<file path="src/rtl/solicitudes_pkg.sv">
// Shared constants and helpers for the elevator request register.
// Latency: n/a (package only).
// Backpressure: n/a (package only).
package solicitudes_pkg;

    localparam int   N_PISOS_DEF = 4;
    localparam logic DIR_SUBE    = 1'b1;
    localparam logic DIR_BAJA    = 1'b0;

    // Ceiling log2, usable in parameter defaults; clog2(1) = 0.
    function automatic int clog2(input int v);
        int r;
        r = 0;
        for (int i = 0; i < 31; i++) begin
            if ((1 << i) < v) begin
                r = i + 1;
            end
        end
        return r;
    endfunction

endpackage

</file>
<file path="src/rtl/detector_flanco.sv">
// Rising-edge detector per bit: flags d=1 while the registered copy is 0.
// Latency: combinational flag against the copy taken at the previous edge.
// Backpressure: none. Ports: clk, reset (sync, active-high), d[W], flanco[W].
module detector_flanco #(
    parameter int W = 4
) (
    input  logic         clk,
    input  logic         reset,
    input  logic [W-1:0] d,
    output logic [W-1:0] flanco
);

    logic [W-1:0] copia;
    // A bit is only armed once its input has been seen low outside reset,
    // so a button held across reset release cannot look like a fresh press.
    // The arm state samples ~d during reset so a button that was already
    // released at reset release is armed immediately.
    logic [W-1:0] armado;

    always_ff @(posedge clk) begin
        if (reset) begin
            copia  <= '0;
            armado <= ~d;
        end else begin
            copia  <= d;
            armado <= armado | ~d;
        end
    end

    assign flanco = d & ~copia & armado;

endmodule

</file>
<file path="src/rtl/registro_solicitudes.sv">
// Latched hall/cabin request register for an elevator controller.
// Latency: requests set/clear on the edge that sees the press/service; hay_* are combinational.
// Backpressure: none; every cycle's inputs are accepted.
// Ports: clk, reset; bot_sube/bot_baja/bot_cab buttons; serv/serv_piso/serv_dir service
// pulse; piso_act car floor; sol_* lamps, hay_arriba/hay_abajo, pendientes, err_piso.
// Build option: CANCELAR_CABINA_EN makes a repeated cabin press toggle the request off.
module registro_solicitudes
    import solicitudes_pkg::*;
#(
    parameter int N_PISOS = N_PISOS_DEF,
    parameter int PW      = clog2(N_PISOS)
) (
    input  logic                              clk,
    input  logic                              reset,
    input  logic [N_PISOS-1:0]                bot_sube,
    input  logic [N_PISOS-1:0]                bot_baja,
    input  logic [N_PISOS-1:0]                bot_cab,
    input  logic                              serv,
    input  logic [PW-1:0]                     serv_piso,
    input  logic                              serv_dir,
    input  logic [PW-1:0]                     piso_act,
    output logic [N_PISOS-1:0]                sol_sube,
    output logic [N_PISOS-1:0]                sol_baja,
    output logic [N_PISOS-1:0]                sol_cab,
    output logic                              hay_arriba,
    output logic                              hay_abajo,
    output logic [clog2(3*N_PISOS+1)-1:0]     pendientes,
    output logic                              err_piso
);

    localparam int CW = clog2(3*N_PISOS+1);

    // No "up" call exists at the top floor and no "down" call at floor 0.
    localparam logic [N_PISOS-1:0] MASK_SUBE = {1'b0, {(N_PISOS-1){1'b1}}};
    localparam logic [N_PISOS-1:0] MASK_BAJA = {{(N_PISOS-1){1'b1}}, 1'b0};

    logic [N_PISOS-1:0] flanco_sube, flanco_baja, flanco_cab;

    detector_flanco #(.W(N_PISOS)) u_det_sube (
        .clk(clk), .reset(reset), .d(bot_sube), .flanco(flanco_sube)
    );
    detector_flanco #(.W(N_PISOS)) u_det_baja (
        .clk(clk), .reset(reset), .d(bot_baja), .flanco(flanco_baja)
    );
    detector_flanco #(.W(N_PISOS)) u_det_cab (
        .clk(clk), .reset(reset), .d(bot_cab), .flanco(flanco_cab)
    );

    logic               piso_valido;
    logic               serv_ok;
    logic [N_PISOS-1:0] uno_serv;
    logic [N_PISOS-1:0] clr_sube, clr_baja, clr_cab;
    logic [N_PISOS-1:0] sube_nxt, baja_nxt, cab_nxt;
    logic [CW-1:0]      cuenta_nxt;

    assign piso_valido = int'(serv_piso) < N_PISOS;
    assign serv_ok     = serv && piso_valido;
    assign uno_serv    = serv_ok ? (N_PISOS'(1) << serv_piso) : '0;

    // End floors have only one hall direction, so service there always clears it.
    assign clr_cab  = uno_serv;
    assign clr_sube = ((serv_dir == DIR_SUBE) || (int'(serv_piso) == 0)) ? uno_serv : '0;
    assign clr_baja = ((serv_dir == DIR_BAJA) || (int'(serv_piso) == N_PISOS-1)) ? uno_serv : '0;

    // Clear is applied last so it wins over a same-cycle press.
    assign sube_nxt = (sol_sube | flanco_sube) & ~clr_sube & MASK_SUBE;
    assign baja_nxt = (sol_baja | flanco_baja) & ~clr_baja & MASK_BAJA;
`ifdef CANCELAR_CABINA_EN
    assign cab_nxt  = (sol_cab ^ flanco_cab) & ~clr_cab;
`else
    assign cab_nxt  = (sol_cab | flanco_cab) & ~clr_cab;
`endif

    always_comb begin
        cuenta_nxt = '0;
        for (int i = 0; i < N_PISOS; i++) begin
            cuenta_nxt = cuenta_nxt + CW'(sube_nxt[i]) + CW'(baja_nxt[i]) + CW'(cab_nxt[i]);
        end
    end

    always_ff @(posedge clk) begin
        if (reset) begin
            sol_sube   <= '0;
            sol_baja   <= '0;
            sol_cab    <= '0;
            pendientes <= '0;
            err_piso   <= 1'b0;
        end else begin
            sol_sube   <= sube_nxt;
            sol_baja   <= baja_nxt;
            sol_cab    <= cab_nxt;
            pendientes <= cuenta_nxt;
            err_piso   <= serv && !piso_valido;
        end
    end

    // Direction hints: any lit lamp strictly above / below the car.
    always_comb begin
        hay_arriba = 1'b0;
        hay_abajo  = 1'b0;
        if (int'(piso_act) < N_PISOS) begin
            for (int i = 0; i < N_PISOS; i++) begin
                if (i > int'(piso_act)) begin
                    hay_arriba = hay_arriba | sol_sube[i] | sol_baja[i] | sol_cab[i];
                end
                if (i < int'(piso_act)) begin
                    hay_abajo = hay_abajo | sol_sube[i] | sol_baja[i] | sol_cab[i];
                end
            end
        end
    end

endmodule

</file>
<file path="config.mk">
export PLATFORM = sky130hd
export DESIGN_NAME = registro_solicitudes
export DESIGN_NICKNAME = d
export VERILOG_FILES = /design/src/rtl/solicitudes_pkg.sv /design/src/rtl/detector_flanco.sv /design/src/rtl/registro_solicitudes.sv
export SDC_FILE = /design/constraint.sdc
export NUM_CORES = 1
export LEC_CHECK = 0
export ABC_AREA = 0
export CAP_MARGIN = 40
export CORE_MARGIN = 4
export CORE_UTILIZATION = 30
export CTS_CLUSTER_DIAMETER = 50
export CTS_CLUSTER_SIZE = 24
export DETAILED_ROUTE_END_ITERATION = 12
export PLACE_DENSITY = 0.65
export RECOVER_POWER = 50
export SYNTH_ARGS = -nofsm -noshare
export SYNTH_HDL_FRONTEND = slang
export SYNTH_SLANG_ARGS = --single-unit
</file>
<file path="constraint.sdc">
create_clock -name clk -period 5 [get_ports clk]
set_input_delay 0.5 -clock clk [delete_from_list [all_inputs] [get_ports clk]]
set_output_delay 0.5 -clock clk [all_outputs]
set_load 0.02 [all_outputs]
</file>
Word level (Yosys, flattened, before mapping)
Cells that the tools add are included.
Cells by class
  add/subtract/negate cells: 9
  order comparisons: 6
  eq/ne operators: 1
  shift-type cells: 1
  mux-type cells: 12
  bitwise logic cells: 41
  reduce and logical (&&, ||, !) cells: 3
Operator list (count)
  $not 4->4: 7
  $add 4x1->4: 6
  $and 4x4->4: 6
  $mux 4: 5
  $or 4x4->4: 5
  $or 1x1->1: 15
  $and 3x3->3: 3
  $mux 1: 6
  $not 3->3: 2
  $add 3x1->4: 1
  $gt 2x2->1 const A: 2
  $lt 1x2->1 const A: 2
  $shl 1x2->4 const A: 1
  $add 2x1->3: 1
  $mux 3: 1
  $or 3x3->3: 1
  $add 1x1->2: 1
  $eq 2x1->1 const B: 1
  $gt 1x2->1 const A: 1
  $logic_not 2->1: 1
  $logic_or 1x1->1: 2
  $lt 2x2->1 const A: 1
  $not 1->1: 1
  $or 1x1->1 const B: 1
Word-level totals
  register bits: 38
  input bits: 20
  output and inout port bits: 19
  logic and storage cells: 84

Longest topological paths before layout
  depth in word-level cells: 14
  gate-level depth with buffers: 13
  gate-level depth less buffers: 13

Hierarchy
From an unflattened synthesis, not the netlist that was laid out.
Second synthesis, totals
  cell total of the unflattened synthesis: 165
  area total of the unflattened synthesis: 1516.5 µm²
Modules (own cells, without submodules)
  registro_solicitudes: times used 1, cells an instance 81, area an instance 765.7 µm², sequential area each 280.3 µm²
  detector_flanco: times used 3, cells an instance 28, area an instance 250.2 µm², sequential area each 160.2 µm²

Worst setup path after synthesis
Ideal clock, no wire load.
  path kind: input -> register
  start point: input port serv_piso[1]
  end point: register pendientes[2]
  setup time: 116 ps
  arrival: 3148 ps
  required time: 4884 ps
  setup slack: 1736 ps
  cell stages on the path: 11
  buffers on the path: 0
  cell sequence: o32a_1 fa_1 inv_1 fa_1 inv_1 fa_1 ha_1 inv_1 fa_1 xnor2_1 nor2_1
Between the ends
  word-level cells in the longest chain between the ends: 14
  elaborated cells on any way between the ends: 23
  those cells by class: add/sub: 9; eq/ne: 1; shift: 1; mux: 3; bitwise: 6; reduce/logical: 3
RTL lines
  start, declared: RTL line registro_solicitudes.sv:19  | input logic [PW-1:0] serv_piso,
  $shl 1x2->4 / $logic_not 2->1 (equally long branches): RTL line registro_solicitudes.sv:58, registro_solicitudes.sv:62
  $mux 4 / $logic_or 1x1->1 (equally long branches): RTL line registro_solicitudes.sv:58, registro_solicitudes.sv:62
  $mux 3: RTL line registro_solicitudes.sv:62  | assign clr_sube = ((serv_dir == DIR_SUBE) || (int'(serv_piso) == 0)) ? uno_serv : '0;
  $not 3->3: RTL line registro_solicitudes.sv:66  | assign sube_nxt = (sol_sube | flanco_sube) & ~clr_sube & MASK_SUBE;
  $and 3x3->3: RTL line registro_solicitudes.sv:66
  $add 1x1->2: RTL line registro_solicitudes.sv:77  | cuenta_nxt = cuenta_nxt + CW'(sube_nxt[i]) + CW'(baja_nxt[i]) + CW'(cab_nxt[i]);
  $add 2x1->3: RTL line registro_solicitudes.sv:77
  $add 3x1->4: RTL line registro_solicitudes.sv:77
  $add 4x1->4 (5 in a row): RTL line registro_solicitudes.sv:77
  $add 4x1->4 (*): RTL line registro_solicitudes.sv:77
  end signal, assigned: RTL line registro_solicitudes.sv:92  | pendientes <= cuenta_nxt;
  end, declared: RTL line registro_solicitudes.sv:27  | output logic [clog2(3*N_PISOS+1)-1:0] pendientes,
Mark *: on every way between the ends. The rest lies on a longest branch, timed or not.
A chain may end at the register's enable or synchronous reset.

Worst setup path in the final report
  start point: input port serv_piso[0]
  end point: register pendientes[2]
Between the ends
  elaborated cells on any way between the ends: 23
  those cells by class: add/sub: 9; eq/ne: 1; shift: 1; mux: 3; bitwise: 6; reduce/logical: 3
RTL lines
  $shl 1x2->4 / $logic_not 2->1 (equally long branches): RTL line registro_solicitudes.sv:58, registro_solicitudes.sv:62
  $mux 4 / $logic_or 1x1->1 (equally long branches): RTL line registro_solicitudes.sv:58, registro_solicitudes.sv:62
  $mux 3 (*): RTL line registro_solicitudes.sv:62
  $not 3->3 (*): RTL line registro_solicitudes.sv:66
  $and 3x3->3 (*): RTL line registro_solicitudes.sv:66
  net sube_nxt[1]: RTL line registro_solicitudes.sv:53  | logic [N_PISOS-1:0] sube_nxt, baja_nxt, cab_nxt;
  $add 2x1->3 (*): RTL line registro_solicitudes.sv:77
  $add 3x1->4 (*): RTL line registro_solicitudes.sv:77
  $add 4x1->4 (*) (6 in a row): RTL line registro_solicitudes.sv:77
Mark *: on every way through the listed nets, which the timed path passes. The rest lies on a longest branch.

==> results.cfg <==
[route]
routed_via_density = 4.360
drt-initial-drc-count = 30
vias = 1029
firstDrtPassIters = 3
routedWlPerCell_um = 11.75
post-route-drc-count = 0
wl_um = 2773
drtAntennaViolNets = 0

[timing]
slew_violations = 0
finalHoldViolCount = 0
rsz0062_at_grt = no
setup_viol = 0
finalClockSkew_ns = 0.003293
fmax_ghz = 0.2641
worstMarginPinSlew_ns = 1.396
period_needed_ns = 3.787
fin_crit_sh = 0.7573
slew_headroom = 0.06938
tns_ns = 0

[floorplanning]
die_area_um2 = 5796
core_um2 = 4414
fp.dieH_um = 76.13
rows = 24
initial_core_util = 0.3155
num_io_pins = 39
die_w_um = 76.13

[power_and_ir_drop]
finalPower_mw = 0.7370
p_leak_nw = 0.8005
power.density_nw_per_um2 = 397.7
peakVddDrop_mv = 0.1656

[cts]
cts_root_buf = clkbuf_8
cts_setup_buffers = 0
cts_buffer_depth = 2
postCtsResizedCells = 0
cts_buffers = 5
numClockSinks = 34
cts_max_level = 2
cts_tree = done
holdBufCountCts = 0
path_clk_slew_ns = 0.06
clk_latency_ns = 0.29

[logic_synthesis]
synth_cells = 146
synth_top_family_by_area = simple AND/OR/NAND/NOR gates
synthMuxAreaShare = 0
avgSynthCellArea_um2 = 9.538
synth_compound_area_frac = 0.1285
yosysTopAreaCell = dfxtp_1
ys_types = 29
synth.top_cell.area_share = 0.4888
synth_area_leaders = dfxtp_1, fa_1, inv_1
yosys.area_share.xor_xnor = 0.006289
synth_fa_ha_area_frac = 0.1042
ys_ff_latch = 34
synth-seq-area-share = 0.4888
yosysWarnings = 0
syn_area_um2 = 1393
synthSimpleGateAreaFrac = 0.1725

[place]
gp_congestion = 0.7364
placed_area_um2 = 1765
dp_hpwl_um = 2048
io_buffers = 33

[global_route]
overflow = 0
grt_pass1_wl_um = 4864
first_global_vias = 1031
grt_usage = 0.1066
antenna_found_initial = 0
grt_max_degree = 35

[critical_path]
cp_slowest_stage_delay_ns = 0.57
crit_slowest_cell = clkdlybuf4s50_1
cp.arrival_ns = 3.91
cpMostUsedCell = fa_1
cp-start-kind = primary input
crit_path_cell_trace = clkdlybuf4s50_1 -> nand2_2 -> nor2_1 -> a21oi_1 -> fa_1 -> inv_1 -> fa_1 -> inv_1 -> fa_1 -> ha_1 -> inv_1 -> fa_1 -> xnor2_1 -> nor2_1
required_ns = 5.12
startpoint = serv_piso[0]
end_kind = flop
critical_path_class = in -> reg
crit_path_max_fanout = 5
r2r-start = u_det_baja.armado[1]

[layout]
n_fill_cell = 441
layout-drive-gt1-share = 0.05978
layout-area-overhead-vs-synth_pct = 33.06
layout_common_cells = dfxtp_1, clkdlybuf4s50_1, inv_1
nets = 211
final_common_cell = dfxtp_1
antennaDiodeCount = 0
fin_area_um2 = 1853

[worst_hold_path]
hp-start = u_det_cab.armado[1]
min_path_type = reg -> reg

[status]
outcome = complete, no violations

[run]
maxCapViolCount = 0
[state kept, by name, summed over array words and instances, names as in the netlist]
name and cells:
sol_sube 3, pendientes 4, u_det_sube.copia 3, u_det_cab.copia 4, u_det_baja.copia 3, u_det_cab.armado 4, u_det_baja.armado 3, u_det_sube.armado 3
sol_baja 3, sol_cab 4
[logic make-up after synthesis]
family,after synthesis
xor+xnor,1
simple gates,40
buf+inv,32
flops,34
compound gates,30
fa+ha+maj,8
other cells,1
[stage by stage]
stage	hold WS [ns]	cells	setup WS, ns	util
2_1_floorplan	0.4176	148	1.736	-
6_report	0.4511	236	1.214	0.4198
5_1_grt	0.4808	236	0.9308	0.4198
3_3_place_gp	0.4264	228	0.9976	0.3999
3_5_place_dp	0.4325	228	0.9839	0.3999
4_1_cts	0.4441	236	1.251	0.4206
[worst max-delay path: cells and delay by family]
kind,cells,cell delay [ns]
XOR/XNOR,1,0.15
AND/OR/NAND/NOR,3,0.32
buffers and inverters,4,0.74
adder cells (fa/ha/maj),5,2.08
AO/OA/AOI/OAI,1,0.13
[final cells by class]
type                       count  area [µm²]  share of cell area
tap                           52       65.06             0.03511
timing repair buffer          34       334.1              0.1803
multi-input combinational     82       584.3              0.3153
sequential                    34       680.7              0.3673
clock inverter                 1       5.005            0.002701
clock buffer                   7       86.33             0.04659
inverter                      26       97.59             0.05267
[final timing paths]
| path | end | slack, ns | depth (start not counted) |
|---|---|---|---|
| worst max-delay path | pendientes[2] | 1.21 | 14 |
| worst min-delay path | u_det_cab.armado[1] | 0.45 | 2 |
| worst max register to register | pendientes[2] | 1.74 | 12 |
| worst min register to register | u_det_cab.armado[1] | 0.45 | 2 |
[synthesized netlist by cell type]
cell	number
o21ai_1	6
nor3b_2	1
o22a_1	1
nor3_1	8
buf_4	3
and3b_1	4
ha_1	2
xnor2_1	1
buf_2	3
o21ai_0	7
a31oi_1	7
o21a_1	1
o22ai_1	1
conb_1	1
nand3b_1	1
nor2_1	9
o211ai_1	1
nor2b_4	1
a21oi_1	3
nand2_1	1
and3_1	1
dfxtp_1	34
nand2_2	1
fa_1	6
nor2b_1	12
a211oi_1	2
inv_1	26
or2_2	1
o32a_1	1
[metal layers]
layer	GRT usage	vias up	wire length, µm
li1	-	539	-
met1	0.1326	456	1300
met4	0.06294	0	74
met3	0.04137	7	183
met5	0	-	0
met2	0.1550	27	1216
[power breakdown]
part	internal (mW)	switching, mW
Combinational	0.108	0.114
Clock	0.111	0.0940
Sequential	0.298	0.0120
Total	0.517	0.220
Power figures use the tool's default switching activity.
